<file path="src/rtl/sr169_count_ctrl.sv">
`default_nettype none
// ============================================================================
//  Module      : sr169_count_ctrl
//  Description : Initiator/driver for a 4-bit loadable up/down counter of the
//                169 family (active-low load, active-low count enable,
//                up_downbar direction, Q and registered TC returned).
//                A request is taken on a start/busy handshake. The counter
//                is loaded, then enabled until it reaches the terminal value.
//                At that point done pulses and ticks reports how many enables
//                were issued. A shadow copy of the expected counter value is
//                compared against Q every RUN cycle, and a disagreement raises
//                a sticky err flag.
//
//  Ports
//    clock       in   rising-edge clock
//    reset       in   asynchronous, active-high; returns the block to IDLE
//    start       in   request strobe, sampled only in IDLE
//    start_val   in   [WIDTH] value loaded into the counter
//    dir_up      in   1 = count up to all-ones (TC), 0 = count down to zero
//    hold        in   pauses counting while high (RUN only)
//    abort       in   cancels the operation; outranks everything but reset
//    cnt_q       in   [WIDTH] counter Q
//    cnt_tc      in   counter terminal count (registered, aligned with Q)
//    par_data    out  [WIDTH] counter parallel input
//    load_n      out  counter parallel enable, active low
//    cnt_en_n    out  counter count enable, active low
//    up_downbar  out  counter direction
//    busy        out  high from LOAD through DONE inclusive
//    done        out  one-cycle completion pulse
//    ticks       out  [WIDTH] enables issued in the last run, held until the
//                     next accepted start
//    err         out  sticky mismatch flag, cleared by an accepted start
//
//  Revision    : 1.0  initial release
// ============================================================================
module sr169_count_ctrl #(
    parameter int WIDTH = 4
) (
    input  logic             clock,
    input  logic             reset,
    input  logic             start,
    input  logic [WIDTH-1:0] start_val,
    input  logic             dir_up,
    input  logic             hold,
    input  logic             abort,
    input  logic [WIDTH-1:0] cnt_q,
    input  logic             cnt_tc,
    output logic [WIDTH-1:0] par_data,
    output logic             load_n,
    output logic             cnt_en_n,
    output logic             up_downbar,
    output logic             busy,
    output logic             done,
    output logic [WIDTH-1:0] ticks,
    output logic             err
);

    localparam logic [WIDTH-1:0] C_ZERO     = '0;
    localparam logic [WIDTH-1:0] C_ONE      = WIDTH'(1);
    localparam logic [WIDTH-1:0] C_ALL_ONES = '1;

    typedef enum logic [2:0] {
        ST_IDLE = 3'd0,
        ST_LOAD = 3'd1,
        ST_RUN  = 3'd2,
        ST_DONE = 3'd3,
        ST_ERR  = 3'd4
    } state_t;

    state_t           r_state;
    state_t           w_next_state;

    logic [WIDTH-1:0] r_val;      // value captured at start
    logic             r_dir;      // direction captured at start
    logic [WIDTH-1:0] r_shadow;   // value the counter should be showing
    logic [WIDTH-1:0] r_ticks;    // enables issued so far in this run
    logic             r_err;

    logic             w_accept;
    logic             w_mismatch;
    logic             w_terminal;
    logic             w_step;
    logic             w_load_shadow;
    logic             w_set_err;

    // ------------------------------------------------------------------
    // Decode of the counter feedback.
    // In the up direction TC must track Q==all-ones exactly; in the down
    // direction TC is not relied upon, so only Q is checked.
    // ------------------------------------------------------------------
    assign w_mismatch = (cnt_q != r_shadow) ||
                        (r_dir && (cnt_tc != (cnt_q == C_ALL_ONES)));

    // Terminal is taken from the live feedback so the enable is withdrawn
    // in the same cycle the counter arrives; the counter never overshoots.
    assign w_terminal = r_dir ? cnt_tc : (cnt_q == C_ZERO);

    // abort in IDLE outranks start.
    assign w_accept      = (r_state == ST_IDLE) && start && !abort;

    assign w_load_shadow = (r_state == ST_LOAD) && !abort;

    // A counting cycle: the enable is actually driven low to the counter.
    assign w_step        = (r_state == ST_RUN) && !abort && !w_mismatch &&
                           !w_terminal && !hold;

    assign w_set_err     = (r_state == ST_RUN) && !abort && w_mismatch;

    // ------------------------------------------------------------------
    // State register
    // ------------------------------------------------------------------
    always_ff @(posedge clock or posedge reset) begin
        if (reset) begin
            r_state <= ST_IDLE;
        end else begin
            r_state <= w_next_state;
        end
    end

    // ------------------------------------------------------------------
    // Next state and counter controls.
    // Every output is decoded from the state register plus abort/hold, so
    // the asynchronous reset of r_state takes all of them straight to
    // their idle values without waiting for a clock edge.
    // ------------------------------------------------------------------
    always_comb begin
        w_next_state = r_state;
        par_data     = C_ZERO;
        load_n       = 1'b1;
        cnt_en_n     = 1'b1;
        up_downbar   = 1'b1;
        busy         = 1'b0;
        done         = 1'b0;

        case (r_state)
            ST_IDLE: begin
                if (w_accept) begin
                    w_next_state = ST_LOAD;
                end
            end

            ST_LOAD: begin
                busy       = 1'b1;
                up_downbar = r_dir;
                if (abort) begin
                    w_next_state = ST_IDLE;
                end else begin
                    load_n       = 1'b0;
                    par_data     = r_val;
                    w_next_state = ST_RUN;
                end
            end

            ST_RUN: begin
                busy       = 1'b1;
                up_downbar = r_dir;
                if (abort) begin
                    w_next_state = ST_IDLE;
                end else if (w_mismatch) begin
                    w_next_state = ST_ERR;
                end else if (w_terminal) begin
                    w_next_state = ST_DONE;
                end else if (!hold) begin
                    cnt_en_n = 1'b0;
                end
            end

            ST_DONE: begin
                // A start seen here is dropped; the block returns to IDLE
                // first and only then samples start again.
                busy         = 1'b1;
                up_downbar   = r_dir;
                done         = !abort;
                w_next_state = ST_IDLE;
            end

            ST_ERR: begin
                w_next_state = ST_IDLE;
            end

            default: begin
                w_next_state = ST_IDLE;
            end
        endcase
    end

    // ------------------------------------------------------------------
    // Request capture, shadow counter, tick counter and error flag.
    // ticks is only cleared by an accepted start, so after an abort it
    // keeps the partial count and after DONE it keeps the final count.
    // ------------------------------------------------------------------
    always_ff @(posedge clock or posedge reset) begin
        if (reset) begin
            r_val    <= C_ZERO;
            r_dir    <= 1'b1;
            r_shadow <= C_ZERO;
            r_ticks  <= C_ZERO;
            r_err    <= 1'b0;
        end else begin
            if (w_accept) begin
                r_val   <= start_val;
                r_dir   <= dir_up;
                r_ticks <= C_ZERO;
                r_err   <= 1'b0;
            end

            if (w_load_shadow) begin
                r_shadow <= r_val;
            end else if (w_step) begin
                // Wraps modulo 2^WIDTH exactly like the counter itself.
                r_shadow <= r_dir ? (r_shadow + C_ONE) : (r_shadow - C_ONE);
            end

            if (w_step) begin
                r_ticks <= r_ticks + C_ONE;
            end

            if (w_set_err) begin
                r_err <= 1'b1;
            end
        end
    end

    assign ticks = r_ticks;
    assign err   = r_err;

endmodule
`default_nettype wire

</file>
<file path="config.mk">
export PLATFORM = sky130hd
export DESIGN_NAME = sr169_count_ctrl
export DESIGN_NICKNAME = d
export VERILOG_FILES = /design/src/rtl/sr169_count_ctrl.sv
export SDC_FILE = /design/constraint.sdc
export NUM_CORES = 1
export LEC_CHECK = 0
export ABC_AREA = 0
export CORE_MARGIN = 5
export CORE_UTILIZATION = 30
export CTS_BUF_LIST = sky130_fd_sc_hd__clkbuf_4 sky130_fd_sc_hd__clkbuf_8
export DETAILED_ROUTE_END_ITERATION = 10
export HOLD_SLACK_MARGIN = 0.05
export SLEW_MARGIN = 0
export SYNTH_ARGS = -nofsm -noshare
export SYNTH_HDL_FRONTEND = slang
export SYNTH_SLANG_ARGS = --single-unit
export TNS_END_PERCENT = 100
</file>
<file path="constraint.sdc">
create_clock -name clock -period 2.9 [get_ports clock]
set_input_delay 0.435 -clock clock [delete_from_list [all_inputs] [get_ports clock]]
set_output_delay 0.435 -clock clock [all_outputs]
set_load 0.05 [all_outputs]
</file>
# After elaboration in Yosys (flattened, before gate mapping)

Index checks and enable logic that the tools add are counted.
W data, S select, Z words.

Output and inout bits: 14
Input port bits: 15
Logic and storage cells: 64
Register bits: 17

Equality and inequality tests: 8
Multiplexer cells: 26
Add/sub/neg operators: 3
Reduce and logical (&&, ||, !) cells: 21

Operators with widths:

| kind                  | count |
|---|---|
| $mux W4               | 7 |
| $mux W1               | 13 |
| $mux W3               | 4 |
| $logic_and A1 B1 Y1   | 9 |
| $pmux W3 S3           | 1 |
| $add A4 B1 Y4 const B | 2 |
| $eq A3 B2 Y1 const B  | 2 |
| $reduce_bool A2 Y1    | 3 |
| $eq A4 B4 Y1 const B  | 1 |
| $logic_not A1 Y1      | 4 |
| $logic_not A4 Y1      | 1 |
| $ne A4 B4 Y1          | 1 |
| $ne A4 B4 Y1 const B  | 1 |
| $sub A4 B1 Y4 const B | 1 |
| $eq A3 B1 Y1 const B  | 1 |
| $logic_not A3 Y1      | 1 |
| $reduce_or A3 Y1      | 1 |
| $mux W2               | 1 |
| $ne A2 B2 Y1 const B  | 1 |
| $reduce_and A2 Y1     | 1 |
| $logic_or A1 B1 Y1    | 1 |
| $ne A1 B1 Y1          | 1 |

# Depth between registers and ports, before layout

Gate-level depths: netlist of run 1.

Depth after elaboration: 10
Gate-level depth with buffers: 7
Mapped depth without buffers: 7

# Worst setup path after synthesis of run 1

OpenSTA, ideal clock, no wires.

Path type: reg2out
Start point: register r_state[0]
End point: output up_downbar
Stages on the path, launching flop included: 4
Buffers on the path: 0
Data arrival time: 1631 ps
Required time: 2465 ps
Slack: 834 ps
Cells stage by stage: dfrtp_1 nor2_1 nor2_1 nand2_1

Cells in the longest elaborated chain, start to end: 3
Elaborated cells on any way between the ends: 5
Classes of those cells: 3 x eq/ne; 1 x mux; 1 x reduce/logical

RTL lines:

| element                                             | RTL line | source |
|---|---|---|
| start: declaration                                  | 70       | `state_t r_state;` |
| start signal: assignment                            | 116      | `r_state <= w_next_state;` |
| $eq A3 B1 Y1 / $eq A3 B2 Y1 (equally long branches) | 135      | `case (r_state)` |
| $reduce_or A3 Y1 (no line) (*)                      | -        |  |
| $mux W1 (*)                                         | 135      |  |
| end: declaration                                    | 51       | `output logic up_downbar,` |

Mark *: on every way between the ends. The rest lies on a longest branch, timed or not.

# Worst setup path in the final report of run 1

Start point: input abort
End point: output cnt_en_n

Cells in the longest elaborated chain, start to end: 2

RTL lines:

| element            | RTL line | source |
|---|---|---|
| start: declaration | 45       | `input logic abort,` |
| $mux W1            | 157      | `if (abort) begin` |
| $mux W1            | 135      |  |
| end: declaration   | 50       | `output logic cnt_en_n,` |

Every way passes these cells.

==> impl_metrics.json, run 1 <==
{
  "nNetsFinal": 145,
  "postSynthAreaPerCell_um2": 11.04,
  "cts_inserted_buffers": 3,
  "cts_root_buf": "clkbuf_4",
  "p_per_area_nw_per_um2": 493.1,
  "async_flop_share_pct": 100.0,
  "drtIter0Drc": 33,
  "holdBufCountCts": 0,
  "fin_tns_setup_ps": 0,
  "slew_violations": 0,
  "seq_area_frac_synth_pct": 42.00,
  "numPortBuffers": 28,
  "globalplace.congestion": 0.7759,
  "clockBufferDepth": 2,
  "dp_slack_ps": 210.8,
  "synth_seq_cells": 17,
  "min_from": "err",
  "rrSetupSlack_ps": 800,
  "antenna_found_initial": 0,
  "start_util_pct": 30.69,
  "drc": 0,
  "die_h_um": 68.20,
  "design_area_um2": 1424,
  "post_cts_buffers": 0,
  "min_period_ps": 2692,
  "core_um2": 3311,
  "clkTransAtPathRegs_ps": 100,
  "rows": 21,
  "worst_slew_pin_slew_ps": 644.6,
  "cp_data_required_time_ps": 2470,
  "max_cap_violations": 0,
  "final_util_pct": 43.01,
  "post_cts_resized": 0,
  "dpl_cell_area_um2": 1396,
  "wl_per_cell_um": 13.34,
  "hp-class": "reg2reg",
  "skew_ps": 3.478,
  "setup_viol": 0,
  "viasPerCell": 4.754,
  "rr_worst_depth": 5,
  "vdd_drop_max_mv": 0.2045,
  "dr.pass1.iters": 4,
  "reg2reg_from": "r_state[0]",
  "grt_max_degree": 18,
  "fmax_mhz": 371.5,
  "drive_above_1_share_pct": 20.80,
  "grt_pass1_vias": 886,
  "ant_nets": 0,
  "yosys_warnings": 0,
  "die_w_um": 68.20,
  "gr-total-overflow": 0,
  "start_kind": "primary input",
  "cp-startpoint": "abort",
  "syn_area_um2": 1016,
  "fin_crit_sh_pct": 92.83,
  "dp_cells": 167,
  "clock-sinks": 17,
  "p_leak_nw": 0.6192,
  "power.total_mw": 0.7021,
  "layout.cells.non_filler": 171,
  "synth_fp_nets": 111,
  "grt_usage_pct": 10.96,
  "worst_slack_ps": 207.9,
  "yosys.cell_types.count": 38,
  "io_pins": 29,
  "end_kind": "primary output",
  "hold_ws_ps": 492.2,
  "area_growth_pct": 40.15,
  "synthFlopType": "dfrtp_1",
  "cp_max_fo": 9,
  "via_count": 813,
  "critPathKind": "in2out",
  "relSlewSlack_pct": 56.98,
  "grt_pass1_wl_um": 3815,
  "critPathCapture": "cnt_en_n",
  "rsz0062_at_grt": "false",
  "hold_violations": 0,
  "cts.htree.levels": 1,
  "status": "completed",
  "syn_inst": 92,
  "cts_tree": "yes",
  "clk_latency_ps": 290,
  "die_area_um2": 4651,
  "synth_edf_count": 0,
  "r2r_end": "ticks[2]",
  "critPathArrivalTime_ps": 2260,
  "routed_wl_um": 2281,
  "antenna_cells": 0
}
## report_power, final
group | internal, mW | switching (mW) | total, mW
Sequential | 0.277 | 0.0405 | 0.318
Combinational | 0.126 | 0.130 | 0.256
Clock | 0.0513 | 0.0765 | 0.128
## cell type report
class / count / area, um^2
clock inverter: 1 / 5.005
inverter: 7 / 26.28
clock buffer: 3 / 22.52
tap: 46 / 57.56
fill: 341 / 1887
multi-input combinational: 66 / 548.0
timing repair buffer: 31 / 337.8
sequential: 17 / 426.7
## sequential cells by signal, summed over array words and instances, names as in the netlist
register	cells
r_state	3
r_shadow	4
ticks	4
r_val	4
r_dir	1
err	1
## cells by family after synthesis
logic type               count (synthesis)  share of synthesized area (%)
XOR/XNOR                                 8                          6.897
AO/OA/AOI/OAI                           16                          12.69
buffers and inverters                    9                          4.064
multiplexers                             8                          8.620
AND/OR/NAND/NOR                         30                          20.07
adder cells (fa/ha/maj)                  4                          5.665
flip-flops                              17                          42.00
## worst min path at each step
stage / to / slack, ps / cells after the start
finish: err / 490 / 1
global placement: err / 470 / 1
floorplan: err / 360 / 1
detailed placement: err / 480 / 1
CTS: err / 500 / 1
global route: err / 510 / 1
## synth_stat cells (3+ instances only)
cell type / n / area, um^2
a21o_1: 3 / 22.52
and2_1: 3 / 18.77
dfrtp_1: 16 / 400.4
ha_1: 3 / 37.54
inv_1: 7 / 26.28
mux2_2: 6 / 67.56
nand2_1: 4 / 15.01
nand3_1: 5 / 25.02
nor2_1: 4 / 15.01
o21ai_1: 3 / 15.01
xnor2_1: 3 / 26.28
xor2_1: 5 / 43.79
## worst max-delay path, cell delays in order
cell and delay, ps:
clkdlybuf4s50_1 480, or4b_4 580, a2111oi_4 350, nand3_4 180
buf_4 240
## cell usage in the layout, fill, tap and decap left out, types with 3 or more instances in the layout
master           instances
nand2_1                  4
inv_1                    7
clkbuf_4                 3
o21ai_1                  3
dfrtp_1                 16
buf_4                    5
xor2_1                   5
buf_12                   4
nand3_1                  5
ha_1                     3
mux2_2                   6
and2_1                   3
xnor2_1                  3
clkdlybuf4s50_1         22
nor2_1                   4
a21o_1                   3
## metal layers
metal	wire length, um	share of wire (%)	global-route usage, %	vias to the layer above
li1	-	-	-	396
met1	986	43	13.97	390
met2	1112	49	17.81	23
met3	131	5.7	1.314	4
met4	51	2.2	6.203	0
met5	0	0	0	-
(Power assumes the default switching activity.)
==> run 2: changes to the inputs <==
CORE_UTILIZATION = 35   (was 30)
==> run 2 against run 1 <==
Compared with the run above: worst setup slack gained 31 ps; global-route usage grew 0.56 points; via count shrank 4.8%; critical path depth did not move; combinational power about the same; critical path type unchanged; hold slack got worse by 2.0 ps; flip-flop and latch count unchanged; clock-buffer cell count is 1 higher; largest cell class unchanged; register-to-register slack improved by 30 ps; total power up 1.3%; utilization rose by 7.8 points.
==> impl_metrics.json, run 2 (synthesized netlist as in run 1, its figures left out) <==
{
  "fmax_mhz": 375.7,
  "vdd_drop_max_mv": 0.3606,
  "layout.cells.non_filler": 155,
  "die_h_um": 63.88,
  "min_from": "err",
  "setup_viol": 0,
  "final_cell_mix": "22 x clkdlybuf4s50_1, 16 x dfrtp_1, 7 x inv_1",
  "p_per_area_nw_per_um2": 508.1,
  "relSlewSlack_pct": 57.79,
  "fill_cells": 258,
  "cts_tree": "yes",
  "reg2reg_from": "r_state[0]",
  "p_int_mw": 0.4669,
  "rsz0062_at_grt": "false",
  "rows": 19,
  "core_um2": 2758,
  "final_common_cell": "clkdlybuf4s50_1",
  "cts_root_buf": "clkbuf_4",
  "dr.pass1.iters": 4,
  "dp_slack_ps": 231.2,
  "grt_max_degree": 18,
  "worst_slew_pin_slew_ps": 632.4,
  "clkTransAtPathRegs_ps": 100,
  "cp_data_required_time_ps": 2470,
  "antenna_cells": 0,
  "numPortBuffers": 28,
  "min_path_cells": 1,
  "end_kind": "primary output",
  "hold_violations": 0,
  "fin_crit_sh_pct": 91.77,
  "dp_hpwl_um": 1755,
  "post_cts_buffers": 0,
  "hold_end": "err",
  "skew_ps": 8.608,
  "start_kind": "primary input",
  "status": "completed",
  "rr_worst_depth": 5,
  "cpPeakStageDelay_ps": 570,
  "worst_slack_ps": 238.6,
  "dp_cells": 151,
  "fin_tns_setup_ps": 0,
  "r2r_end": "ticks[2]",
  "antenna_found_initial": 0,
  "slew_violations": 0,
  "nNetsFinal": 144,
  "cp_max_fo": 7,
  "clock-sinks": 17,
  "p_comb_share_pct": 36.4,
  "holdBufCountCts": 0,
  "clockPowerShare_pct": 18.7,
  "cp_cell_sequence": "clkdlybuf4s50_1, or4b_4, a2111oi_4, nand3_4, buf_4",
  "start_util_pct": 36.84,
  "drive_above_1_share_pct": 20.16,
  "grt_pass1_wl_um": 3705,
  "post_cts_resized": 0,
  "area_growth_pct": 37.81,
  "via_count": 774,
  "rrSetupSlack_ps": 830,
  "drtIter0Drc": 33,
  "io_pins": 29,
  "die_w_um": 63.88,
  "min_period_ps": 2661,
  "grt_pass1_vias": 818,
  "die_area_um2": 4080,
  "power_frac_seq_pct": 44.9,
  "swShare_pct": 34.36,
  "hold_ws_ps": 490.2,
  "critPathKind": "in2out",
  "globalplace.congestion": 0.7790,
  "cts_inserted_buffers": 3,
  "clockBufferDepth": 2,
  "viasPerCell": 4.994,
  "routed_wl_um": 2182,
  "grt_usage_pct": 11.52,
  "max_cap_violations": 0,
  "critPathArrivalTime_ps": 2230,
  "ant_nets": 0,
  "gr-total-overflow": 0,
  "hp-class": "reg2reg",
  "switchingPower_mw": 0.2444,
  "slowest_stage": "or4b_4",
  "wl_per_cell_um": 14.08,
  "drc": 0,
  "clk_latency_ps": 280,
  "p_leak_nw": 0.6145,
  "cts.htree.levels": 1
}
-- run 2: cell count changes in the layout (fill, tap and decap cells not counted) --
cell,previous run,this run
buf_4,5,4
clkinv_2,1,0
clkbuf_4,3,4
-- run 2: worst max-delay path by stage --
| stage | start | endpoint | slack [ps] | cells past startpoint |
|---|---|---|---|---|
| floorplan | r_state[0] | up_downbar | 830 | 3 |
| global placement | abort | cnt_en_n | 280 | 5 |
| detailed placement | abort | cnt_en_n | 230 | 5 |
| CTS | abort | cnt_en_n | 230 | 5 |
| global route | abort | cnt_en_n | 150 | 5 |
| finish | abort | cnt_en_n | 240 | 5 |
-- run 2: metal layers --
metal	part of all wire [%]	global-route usage (%)	vias up
met3	3.4	2.452	2
met2	49	18.97	18
met1	46	14.24	362
met5	0	0	-
li1	-	-	392
met4	1.7	5.455	0
-- run 2: critical path: cells and delay by family --
kind	cells	cell delay (ps)
AND/OR/NAND/NOR	2	730
AO/OA/AOI/OAI	1	340
buffers and inverters	2	720
-- run 2: power by group through the flow --
stage	Combinational, mW	Clock [mW]	Sequential, mW
5_1_grt	0.288	0.147	0.326
6_report	0.259	0.133	0.319
3_3_place_gp	0.258	0	0.322
4_1_cts	0.263	0.136	0.319
2_1_floorplan	0.181	0	0.320
3_5_place_dp	0.260	0	0.324
-- run 2: final cells by class --
| type | instances | area, um^2 | area share [%] |
|---|---|---|---|
| flip-flops and latches | 17 | 426.7 | 30.47 |
| repair buffers | 30 | 330.3 | 23.59 |
| inverters | 7 | 26.28 | 1.877 |
| clock buffers | 4 | 30.03 | 2.145 |
| multi-input cells | 66 | 548.0 | 39.14 |
| well taps | 31 | 38.79 | 2.770 |
-- run 2: stage by stage --
stage / area (um^2) / utilization [%] / total power [mW]
global route: 1400 / 50.77 / 0.7607
finish: 1400 / 50.77 / 0.7113
floorplan: 1016 / - / 0.5012
CTS: 1400 / 50.77 / 0.7174
global placement: 1370 / 49.68 / 0.5795
detailed placement: 1370 / 49.68 / 0.5843
